<file path="config.mk">
export PLATFORM = sky130hd
export DESIGN_NAME = gpio_bank_ctrl
export DESIGN_NICKNAME = d
export VERILOG_FILES = /design/src/rtl/gpio_pkg.sv /design/src/rtl/gpio_sync.sv /design/src/rtl/gpio_bank_ctrl.sv
export SDC_FILE = /design/constraint.sdc
export NUM_CORES = 1
export LEC_CHECK = 0
export CORE_MARGIN = 5
export CORE_UTILIZATION = 51
export CTS_BUF_LIST = sky130_fd_sc_hd__clkbuf_16
export DETAILED_ROUTE_END_ITERATION = 7
export GPL_TIMING_DRIVEN = 0
export PLACE_DENSITY = 0.86
export SETUP_SLACK_MARGIN = 0.2
export SYNTH_ARGS = -nofsm -noshare
export SYNTH_HDL_FRONTEND = slang
export SYNTH_SLANG_ARGS = --single-unit
</file>
<file path="constraint.sdc">
create_clock -name clk -period 2.2 [get_ports clk]
set_clock_uncertainty 0.15 [all_clocks]
set_input_delay 0.22 -clock clk [delete_from_list [all_inputs] [get_ports clk]]
set_output_delay 0.22 -clock clk [all_outputs]
set_load 0.1 [all_outputs]
</file>
<file path="src/rtl/gpio_pkg.sv">
// Shared definitions for the GPIO bank controllers: FSM states, bank widths
// and default timing parameters.
package gpio_pkg;

  typedef enum logic [1:0] {
    IDLE  = 2'd0,
    HIZ   = 2'd1,
    APPLY = 2'd2
  } state_t;

  localparam int BANK_A_WIDTH    = 32;
  localparam int BANK_B_WIDTH    = 32;
  localparam int BANK_C_WIDTH    = 8;
  localparam int TURN_CYCLES_DEF = 2;
  localparam int SYNC_STAGES_DEF = 2;

endpackage

</file>
<file path="src/rtl/gpio_sync.sv">
// Multi-flop synchroniser that brings asynchronous pad levels into the clk domain.
module gpio_sync #(
  parameter int WIDTH       = 32,
  parameter int SYNC_STAGES = 2
) (
  input  logic             clk,
  input  logic             reset_n,
  input  logic [WIDTH-1:0] d,
  output logic [WIDTH-1:0] q
);

  logic [WIDTH-1:0] stage [SYNC_STAGES];

  always_ff @(posedge clk or negedge reset_n) begin
    if (!reset_n) begin
      for (int i = 0; i < SYNC_STAGES; i++) stage[i] <= '0;
    end else begin
      stage[0] <= d;
      for (int i = 1; i < SYNC_STAGES; i++) stage[i] <= stage[i-1];
    end
  end

  assign q = stage[SYNC_STAGES-1];

endmodule

</file>
<file path="src/rtl/gpio_bank_ctrl.sv">
// Direction/output update sequencer for one tristate GPIO bank. Pins whose
// direction changes are parked Hi-Z for TURN_CYCLES before being re-driven.
module gpio_bank_ctrl
  import gpio_pkg::*;
#(
  parameter int WIDTH       = BANK_A_WIDTH,
  parameter int TURN_CYCLES = TURN_CYCLES_DEF,
  parameter int SYNC_STAGES = SYNC_STAGES_DEF
) (
  input  logic             clk,
  input  logic             reset_n,
  input  logic             req_valid,
  output logic             req_ready,
  input  logic [WIDTH-1:0] req_dir,
  input  logic [WIDTH-1:0] req_out,
  input  logic [WIDTH-1:0] pin_in,
  output logic [WIDTH-1:0] pin_oe,
  output logic [WIDTH-1:0] pin_out,
  output logic [WIDTH-1:0] rd_data,
  output logic             done,
  output logic             busy
);

  if (TURN_CYCLES < 1 || TURN_CYCLES > 15) begin : g_bad_turn
    $error("gpio_bank_ctrl: TURN_CYCLES must be within 1..15");
  end
  if (SYNC_STAGES < 2 || SYNC_STAGES > 4) begin : g_bad_sync
    $error("gpio_bank_ctrl: SYNC_STAGES must be within 2..4");
  end

  state_t           state;
  logic [3:0]       cnt;
  logic [WIDTH-1:0] cur_dir;
  logic [WIDTH-1:0] dir_q;
  logic [WIDTH-1:0] out_q;
  logic [WIDTH-1:0] turn_mask;

  // Pins in turn_mask are held Hi-Z during HIZ; all others keep driving and
  // pick up their new level early, so output-only changes never drop pin_oe.
  always_ff @(posedge clk or negedge reset_n) begin
    if (!reset_n) begin
      state     <= IDLE;
      cnt       <= '0;
      cur_dir   <= '0;
      dir_q     <= '0;
      out_q     <= '0;
      turn_mask <= '0;
      pin_oe    <= '0;
      pin_out   <= '0;
      done      <= 1'b0;
    end else begin
      done <= 1'b0;
      case (state)
        IDLE: begin
          if (req_valid) begin
            dir_q     <= req_dir;
            out_q     <= req_out;
            turn_mask <= cur_dir ^ req_dir;
            if ((cur_dir ^ req_dir) == '0) begin
              state <= APPLY;
            end else begin
              state <= HIZ;
              cnt   <= 4'(TURN_CYCLES - 1);
            end
          end
        end
        HIZ: begin
          pin_oe  <= pin_oe & ~turn_mask;
          pin_out <= (pin_out & turn_mask) | (out_q & ~turn_mask);
          if (cnt == 4'd0) state <= APPLY;
          else             cnt   <= cnt - 4'd1;
        end
        APPLY: begin
          pin_oe  <= dir_q;
          cur_dir <= dir_q;
          pin_out <= out_q;
          done    <= 1'b1;
          state   <= IDLE;
        end
        default: state <= IDLE;
      endcase
    end
  end

  assign req_ready = (state == IDLE);
  assign busy      = ~req_ready;

  gpio_sync #(
    .WIDTH      (WIDTH),
    .SYNC_STAGES(SYNC_STAGES)
  ) u_sync (
    .clk    (clk),
    .reset_n(reset_n),
    .d      (pin_in),
    .q      (rd_data)
  );

endmodule

</file>
==> summary.md, run 1 <==
| Metric | Value |
|---|---|
| Mapped Avg Cell Area | `13.72 um^2` |
| Detailed Place HPWL | `17250 um` |
| R2R Path End | `cnt[0]` |
| Hold depth | `1` |
| Total Routing Usage GR | `22.23%` |
| Die Area | `22630 um^2` |
| NumNets Final | `1102` |
| Area delta synth->final | `38.48%` |
| Cell area after technology mapping | `10060 um^2` |
| Row count | `51` |
| First-pass iteration count of the detailed router | `5` |
| Die Wd | `150.4 um` |
| I/O pin count | `198` |
| Max-slew headroom at the worst pin | `60.06%` |
| Routed Wire Length | `25080 um` |
| Peak Freq | `486.4 MHz` |
| Critical path launch point type | `flop` |
| Max_cap viols | `0` |
| Max VDD drop | `732.3 uV` |
| Syn. warnings | `0` |
| Ratio of cells with drive above 1 in the final layout | `34.84%` |
| H-tree Lvls | `1` |
| Worst path arrival time | `2.30 ns` |
| Crit. Startpoint | `state[1]` |
| Clk sinks | `263` |
| Stages on the worst setup path | `7` |
| RSZ-0062 raised after global routing | `yes` |
| CORE AREA | `19460 um^2` |
| Worst-Margin Slew | `0.5990 ns` |
| Post-synth cell types | `30` |
| Leak Pwr | `6.109 nW` |
| Antenna violations before repair | `1` |
| Pin count of the biggest net entering global routing | `109` |
| Slowest Stage Delay on Critical Path | `0.41 ns` |
| Bufs and invs on worst path | `2` |
| Fillers | `1231` |
| Clk root buf | `clkbuf_16` |
| Hold path startpoint | `pin_in[8]` |
| Slowest cell on the critical path | `dfrtp_1` |
| GRT overflow | `0` |
| Worst r2r src | `state[1]` |
| Min Tclk post-route | `2.056 ns` |
| Leading area contributor after synthesis | `dfrtp_1` |
| Routed vias | `6646` |
| Post-synthesis net count | `837` |
| Post-Syn Instances | `733` |
| Ranking of synthesized cells by area | `dfrtp_1, mux2_2, o21ai_0` |
| Asr flop ratio synth | `100.0%` |
| Status | `finished, final reports clean` |
| Port buffer count | `197` |
| Vias in the first global route | `7099` |
| Max Slew Vio Count | `0` |
| Crit-path cells | `inv_2 > ha_4 > inv_1 > a31o_2 > o2bb2ai_4 > a31oi_4 > mux2_4` |
| PwrDens | `1651 nW/um^2` |
| Die Ht | `150.4 um` |
| Final setup fails | `0` |
| Crit path to | `cnt[0]` |
| GPL Wtd Cong | `0.8376` |
| Worst Path Required | `2.45 ns` |
| Later-pin clock latency in the skew report | `0.52 ns` |
| Final Cycle Share | `93.46%` |
| Number of remaining DRC errors | `0` |
| Synth cell count leaders | `dfrtp_1, mux2_2, o21ai_0, inv_1, nand2_1` |
| Depth of the most critical reg-to-reg path | `7` |
| Hold Crit Class | `input port to flop` |
| Worst-path clk slew | `0.07 ns` |
| Initial core utilization | `51.69%` |
| Dpl cells | `1197` |
| Via density per instance | `5.184` |
| First DRT Iteration DRCs | `478` |
| Clock Tree Buf Depth | `3` |
| Most frequent cell after synthesis | `dfrtp_1` |
| Main flop type after synthesis | `dfrtp_1` |
| Register area share after synthesis | `65.42%` |
| Post-DR wirelength/cell | `19.56 um` |
| FF-to-FF setup slack | `0.14 ns` |
| Worst slack at placement | `-0.3790 ns` |
| Final Hold Viols | `0` |
| Setup ws final | `0.1439 ns` |
| Setup Crit Path Kind | `flop to flop` |
| Crit path capture type | `flop` |
| Antenna violation net count after detailed routing | `0` |
| CP max FO | `6` |
| Top cell type's share of synthesized area | `65.42%` |
| Total CTS buffers | `27` |
| CTS tree | `done` |
| Critical path's top delay family | `compound AO/OA/AOI/OAI gates` |
| Yosys reg bits | `263` |
| Global-route wire length before repair | `39040 um` |
| Fin cells | `1282` |
| Post-synth EDFFs | `0` |
| Post-layout util | `71.58%` |
| Setup Total Neg Slack | `0 ns` |
[power by group]
group          leakage [nW]  internal [W]  switching, W
clock network         0.419       0.00245       0.00184
logic                  2.53       0.00377       0.00710
registers              3.16       0.00668       0.00118
[worst reg2reg max path: stages (launching register included)]
cell and delay [ns]:
dfrtp_1 0.41, inv_2 0.11, ha_4 0.18, inv_1 0.10, a31o_2 0.28, o2bb2ai_4 0.17
a31oi_4 0.23, mux2_4 0.32
[layer usage]
metal	up-vias	wire [um]	global-route usage, %	part of all wire [%]
met5	-	0	0	0
met4	0	694	7.594	2.8
met2	220	12640	36.98	50
met1	3364	10150	29.70	40
met3	40	1590	3.974	6.3
li1	3022	-	-	-
[worst min-delay path by stage]
stage | to
floorplan | asynchronous set/reset pin
CTS | u_sync.stage[41]
detailed placement | u_sync.stage[60]
global route | u_sync.stage[51]
finish | u_sync.stage[40]
global placement | u_sync.q[30]
[final cells by class]
class / count / area [um^2] / share of cell area (%)
well taps: 265 / 331.6 / 2.380
clock inverters: 20 / 138.9 / 0.9969
inverters: 40 / 153.9 / 1.105
flip-flops and latches: 263 / 6581 / 47.24
clock buffers: 27 / 675.6 / 4.850
plain buffers: 68 / 460.4 / 3.305
diodes: 1 / 2.502 / 0.01796
multi-input cells: 362 / 3075 / 22.08
repair buffers: 236 / 2511 / 18.03
[kinds of logic (layout without fill, tap and decap cells)]
family	count (synthesis)	count (layout)	share of synthesized area, %
AO/OA/AOI/OAI	139	139	8.483
XOR/XNOR	32	32	2.786
adder cells (fa/ha/maj)	5	5	0.6219
buffers and inverters	108	391	5.298
flip-flops	263	263	65.42
multiplexers	130	130	14.58
other	0	1	0
AND/OR/NAND/NOR	56	56	2.811
[repair_timing]
item	in CTS	in global routing
endpoints found under the setup margin	261	78
pin swaps	1	5
buffers inserted	2	6
hold buffers	27	2
resized for setup	329	36
endpoints found under the hold margin	103	2
[cells in the final DEF (no fill, tap or decap), types with 27 or more instances in the layout]
cell | synthesis | final
dfrtp_1 | 263 | 263
clkdlybuf4s15_2 | 0 | 97
nand2_1 | 36 | 36
o21ai_0 | 96 | 95
inv_1 | 40 | 41
clkbuf_16 | 0 | 27
mux2_2 | 123 | 123
a22o_1 | 32 | 32
clkdlybuf4s50_1 | 0 | 97
dlygate4sd3_1 | 0 | 29
buf_4 | 32 | 41
[metrics by stage]
step | instance area, um^2 | hold WS (ns) | power, W
global placement | 12430 | 0.1811 | 0.01812
detailed placement | 12490 | 0.09136 | 0.01844
finish | 13930 | 0.01236 | 0.02300
global route | 13930 | 0.002333 | 0.02405
CTS | 13760 | 0.001365 | 0.02278
floorplan | 10120 | -0.2256 | 0.01550
Note: power is estimated with default switching activity, not from simulation.
==> inputs of run 2 (changes only) <==
--- a/config.mk
+++ b/config.mk
@@ -10,6 +10,7 @@
 export CTS_BUF_LIST = sky130_fd_sc_hd__clkbuf_16
 export DETAILED_ROUTE_END_ITERATION = 7
 export GPL_TIMING_DRIVEN = 0
+export HOLD_SLACK_MARGIN = 0.1
 export PLACE_DENSITY = 0.86
 export SETUP_SLACK_MARGIN = 0.2
 export SYNTH_ARGS = -nofsm -noshare
==> run 2 against run 1 <==
Cell area rose by 0.45%. Utilization is 0.32 points higher. Clock-buffer cell count did not move. Fmax increased by 1.4%. Worst setup slack better by 0.029 ns. Sequential power barely moved. Clock power about the same. Wire length up 1.4%. Sequential share of layout area down 0.21 points. Non-clock buffer count rose by 6. Worst hold slack improved by 0.095 ns. Die area unchanged. Critical path type unchanged.
==> summary.md, run 2 (synthesis results as in run 1) <==
| Metric | Value |
|---|---|
| Status | `finished, final reports clean` |
| Worst r2r src | `cur_dir[12]` |
| CP max FO | `4` |
| Post-DR wirelength/cell | `19.74 um` |
| Max-slew headroom at the worst pin | `59.72%` |
| Antenna violation net count after detailed routing | `0` |
| Max_cap viols | `0` |
| Fillers | `1217` |
| CTS tree | `done` |
| Detailed Place HPWL | `17250 um` |
| Number of remaining DRC errors | `0` |
| Crit-path cells | `xnor2_1 > nand4_1 > nor4_4 > buf_4 > a31oi_4 > mux2_4` |
| Max VDD drop | `731.5 uV` |
| Leak Pwr | `6.134 nW` |
| Worst-Margin Slew | `0.6041 ns` |
| Setup Total Neg Slack | `0 ns` |
| Hold slack | `0.1069 ns` |
| Most common cell after layout, fill and taps aside | `dfrtp_1` |
| GRT overflow | `0` |
| GPL Wtd Cong | `0.8376` |
| Global-route wire length before repair | `39390 um` |
| Dpl cells | `1197` |
| First DRT Iteration DRCs | `386` |
| Total Routing Usage GR | `22.45%` |
| Worst-path clk slew | `0.06 ns` |
| Critical path's top delay family | `simple AND/OR/NAND/NOR gates` |
| Routed vias | `6704` |
| First-pass iteration count of the detailed router | `5` |
| Row count | `51` |
| NumNets Final | `1108` |
| Die Wd | `150.4 um` |
| Total CTS buffers | `27` |
| Ratio of cells with drive above 1 in the final layout | `34.74%` |
| Final Cycle Share | `92.15%` |
| Post-layout util | `71.90%` |
| Slowest cell on the critical path | `dfrtp_1` |
| Pin count of the biggest net entering global routing | `109` |
| Clock Tree Buf Depth | `3` |
| CORE AREA | `19460 um^2` |
| Commonest non-fill, non-tap cells in the layout | `dfrtp_1, mux2_2, clkdlybuf4s50_1, clkdlybuf4s15_2, o21ai_0` |
| Multi-input logic area | `3075 um^2` |
| Port buffer count | `197` |
| Vias in the first global route | `7172` |
| Final Hold Viols | `0` |
| Clk root buf | `clkbuf_16` |
| Hold Crit Class | `input port to asynchronous set/reset pin` |
| H-tree Lvls | `1` |
| Clk sinks | `263` |
| Die Ht | `150.4 um` |
| Peak Freq | `493.3 MHz` |
| Min Tclk post-route | `2.027 ns` |
| Slowest Stage Delay on Critical Path | `0.39 ns` |
| Routed Wire Length | `25420 um` |
| Later-pin clock latency in the skew report | `0.53 ns` |
| Register area | `6581 um^2` |
| Final setup fails | `0` |
| Worst Path Required | `2.45 ns` |
| PwrDens | `1650 nW/um^2` |
| Max Slew Vio Count | `0` |
| Critical path launch point type | `flop` |
| Antenna violations before repair | `1` |
| Initial core utilization | `51.69%` |
| RSZ-0062 raised after global routing | `yes` |
| Crit path capture type | `flop` |
| Setup Crit Path Kind | `flop to flop` |
| Bufs and invs on worst path | `1` |
| Via density per instance | `5.205` |
| Die Area | `22630 um^2` |
| I/O pin count | `198` |
| Worst path arrival time | `2.28 ns` |
| Fin cells | `1288` |
| Crit. Startpoint | `cur_dir[12]` |
| Area delta synth->final | `39.10%` |
## run 2: cell count changes in the layout (fill, tap and decap cells not counted), sizes merged
cell	change
dlygate4sd3	+4
clkbuf	+2
## run 2: worst paths after layout
kind	endpoint	slack, ns	depth (start not counted)
max reg2reg	cnt[0]	0.17	6
min	u_sync.q[21]	0.11	2
max in group asynchronous	asynchronous set/reset pin	0.86	3
max	cnt[0]	0.17	6
min in group clk	out_q[24]	0.15	2
min reg2reg	u_sync.q[21]	0.20	0
## run 2: repair_timing
item,in CTS,in global routing
hold buffers,33,0
setup endpoints to repair,261,79
pin swaps,1,6
cloned,0,0
hold endpoints to repair,200,0
buffers inserted,2,8
gates resized for setup,329,40
## run 2: power breakdown
part / internal, W / switching [W] / total [W]
sequential: 0.00668 / 0.00118 / 0.00786
combinational: 0.00381 / 0.00713 / 0.0109
clock: 0.00245 / 0.00184 / 0.00429
total: 0.0129 / 0.0102 / 0.0231
## run 2: area by class of cell
class / count / share of cell area, %
tap: 265 / 2.369
buffer: 68 / 3.317
inverter: 40 / 1.100
clock buffer: 27 / 4.828
antenna: 1 / 0.01788
clock inverter: 20 / 0.9925
multi-input combinational: 362 / 21.98
sequential: 263 / 47.03
timing repair buffer: 242 / 18.37
## run 2: routing by layer
metal	wire [um]	GRT usage, %
met5	0	0
met4	667	7.640
met3	1577	3.883
met2	12960	37.68
met1	10220	29.80
## run 2: through the flow
step / power (W) / area [um^2] / worst slack, ns
2_1_floorplan: 0.01550 / 10120 / -0.1880
3_3_place_gp: 0.01812 / 12430 / -10.01
3_5_place_dp: 0.01844 / 12490 / -0.3790
4_1_cts: 0.02278 / 13820 / 0.02530
5_1_grt: 0.02413 / 13990 / 0.1064
6_report: 0.02308 / 13990 / 0.1728
## run 2: worst register-to-register path, stage by stage (launching register included)
cell,delay [ns]
dfrtp_1,0.39
xnor2_1,0.25
nand4_1,0.23
nor4_4,0.28
buf_4,0.18
a31oi_4,0.12
mux2_4,0.31
==> inputs of run 3 (changes only) <==
--- a/config.mk
+++ b/config.mk
@@ -6,12 +6,12 @@
 export NUM_CORES = 1
 export LEC_CHECK = 0
 export CORE_MARGIN = 5
-export CORE_UTILIZATION = 51
+export CORE_UTILIZATION = 50
 export CTS_BUF_LIST = sky130_fd_sc_hd__clkbuf_16
 export DETAILED_ROUTE_END_ITERATION = 7
 export GPL_TIMING_DRIVEN = 0
 export HOLD_SLACK_MARGIN = 0.1
-export PLACE_DENSITY = 0.86
+export PLACE_DENSITY = 0.85
 export SETUP_SLACK_MARGIN = 0.2
 export SYNTH_ARGS = -nofsm -noshare
 export SYNTH_HDL_FRONTEND = slang
==> run 3 against run 2 <==
Sequential share of layout area fell by 0.45 points. Cell area rose by 0.97%. Critical path depth rose by 1. Worst hold slack got worse by 0.0037 ns. Critical endpoint is now cnt[3].
==> summary.md, run 3 (synthesis results as in run 1) <==
| Metric | Value |
|---|---|
| Final Total Pwr | `0.02356 W` |
| Number of remaining DRC errors | `0` |
| Setup ws final | `0.02924 ns` |
| Die Area | `23060 um^2` |
| Critical path's top delay family | `simple AND/OR/NAND/NOR gates` |
| N_diodes | `0` |
| Total CTS buffers | `27` |
| Total Routing Usage GR | `21.43%` |
| Port buffer count | `197` |
| Clk sinks | `263` |
| Final Hold Viols | `0` |
| Sw frac | `44.29%` |
| Clk network pwr share | `18.8%` |
| Depth of the most critical reg-to-reg path | `7` |
| Multi-input logic area | `3154 um^2` |
| R2R Path End | `cnt[3]` |
| Dpl cells | `1197` |
| Pin count of the biggest net entering global routing | `128` |
| Max-slew headroom at the worst pin | `57.09%` |
| Most common cell after layout, fill and taps aside | `dfrtp_1` |
| Routed Wire Length | `26840 um` |
| Crit path to | `cnt[3]` |
| PwrDens | `1667 nW/um^2` |
| Row count | `51` |
| Min Tclk post-route | `2.171 ns` |
| Crit path capture type | `flop` |
| Die Wd | `151.8 um` |
| CP max FO | `4` |
| Worst slack at placement | `-0.3507 ns` |
| P_int | `0.01313 W` |
| Vias in the first global route | `7185` |
| Antenna violations before repair | `0` |
| Final Cycle Share | `98.67%` |
| Crit-path cells | `xnor2_1 > nand4_1 > nor4_4 > buf_4 > a31oi_4 > buf_4 > o211ai_1` |
| Routed vias | `6983` |
| Worst-Margin Slew | `0.6436 ns` |
| Die Ht | `151.8 um` |
| Register area | `6581 um^2` |
| Initial core utilization | `51.18%` |
| Setup Crit Path Kind | `flop to flop` |
| Bufs and invs on worst path | `2` |
| Placed inst area | `12490 um^2` |
| Slowest cell on the critical path | `dfrtp_1` |
| Clock Tree Buf Depth | `3` |
| Status | `finished, final reports clean` |
| Clk root buf | `clkbuf_16` |
| GPL Wtd Cong | `0.8647` |
| Peak Freq | `460.7 MHz` |
| Post-DR wirelength/cell | `20.81 um` |
| Seq pwr share | `33.8%` |
| Later-pin clock latency in the skew report | `0.54 ns` |
| First DRT Iteration DRCs | `593` |
| Worst-path clk slew | `0.07 ns` |
| Worst path arrival time | `2.45 ns` |
| Worst Path Required | `2.48 ns` |
| CTS tree | `done` |
| Area delta synth->final | `40.46%` |
| NumNets Final | `1109` |
| Leak Pwr | `6.223 nW` |
| CORE AREA | `19650 um^2` |
| Most frequent CP cell | `buf_4` |
| Commonest non-fill, non-tap cells in the layout | `dfrtp_1, mux2_2, clkdlybuf4s50_1, clkdlybuf4s15_2, o21ai_0` |
| Via density per instance | `5.413` |
| Final setup fails | `0` |
| Fin cells | `1290` |
| Max VDD drop | `809.9 uV` |
| Stages on the worst setup path | `7` |
| Critical path launch point type | `flop` |
| First-pass iteration count of the detailed router | `7` |
| Fin area | `14130 um^2` |
| Antenna violation net count after detailed routing | `0` |
| H-tree Lvls | `1` |
| Detailed Place HPWL | `17180 um` |
| Gate power share | `47.4%` |
| Crit. Startpoint | `cur_dir[2]` |
| Slowest Stage Delay on Critical Path | `0.40 ns` |
| Sw power | `0.01043 W` |
| I/O pin count | `198` |
| Hold Crit Class | `input port to asynchronous set/reset pin` |
| Max Slew Vio Count | `0` |
| Max_cap viols | `0` |
| FF-to-FF setup slack | `0.03 ns` |
| GRT overflow | `0` |
| Worst r2r src | `cur_dir[2]` |
| Global-route wire length before repair | `39980 um` |
| Fillers | `1227` |
| Ratio of cells with drive above 1 in the final layout | `36.00%` |
| RSZ-0062 raised after global routing | `yes` |
-- run 3: metal layers --
| metal | part of all wire [%] | track usage, % | vias to the layer above |
|---|---|---|---|
| met5 | 0 | 0 | - |
| met4 | 5.0 | 9.289 | 0 |
| met3 | 7.0 | 3.465 | 90 |
| met2 | 49 | 36.11 | 367 |
| met1 | 39 | 27.64 | 3487 |
| li1 | - | - | 3039 |
-- run 3: layout make-up --
class / count / area share [%]
inverters: 40 / 1.089
flip-flops and latches: 263 / 46.58
clock inverters: 22 / 1.231
plain buffers: 68 / 3.365
clock buffers: 27 / 4.782
repair buffers: 243 / 18.29
multi-input cells: 362 / 22.32
well taps: 265 / 2.347
-- run 3: repair_timing --
item / in CTS / in global routing
gates resized for setup: 337 / 56
endpoints found under the setup margin: 262 / 96
pin swaps: 2 / 6
setup buffers: 3 / 7
endpoints found under the hold margin: 295 / 0
hold buffers: 34 / 0
-- run 3: power by group through the flow --
stage,sequential [W],clock (W),combinational (W)
floorplan,0.0110,0,0.00446
global placement,0.00777,0,0.0104
detailed placement,0.00786,0,0.0106
CTS,0.00783,0.00445,0.0107
global route,0.00815,0.00471,0.0117
finish,0.00796,0.00444,0.0112
-- run 3: worst min-delay path by stage --
stage          cells after the start                    endpoint        startpoint  slack (ns)
5_1_grt                            3                  pin_oe[26]           reset_n        0.12
4_1_cts                            3                 u_sync.q[2]           reset_n        0.10
6_report                           3                  pin_oe[26]           reset_n        0.10
3_3_place_gp                       0                 u_sync.q[2]  u_sync.stage[34]        0.18
2_1_floorplan                      0  asynchronous set/reset pin           reset_n       -0.23
3_5_place_dp                       1                 u_sync.q[2]           reset_n       -0.04
-- run 3: worst min-delay path, cell delays in order --
cell           delay [ns]
dlygate4sd3_1        0.56
buf_8                0.14
buf_12               0.22
-- run 3: through the flow --
step / TNS, ns / hold slack, ns / utilization [%]
after global placement: -2654.18 / 0.1820 / 63.23
final: 0 / 0.1032 / 71.89
after CTS: 0 / 0.1006 / 70.69
after floorplan: -0.2416 / -0.2256 / -
after detailed placement: -8.914 / -0.03559 / 63.53
after global routing: 0 / 0.1199 / 71.89
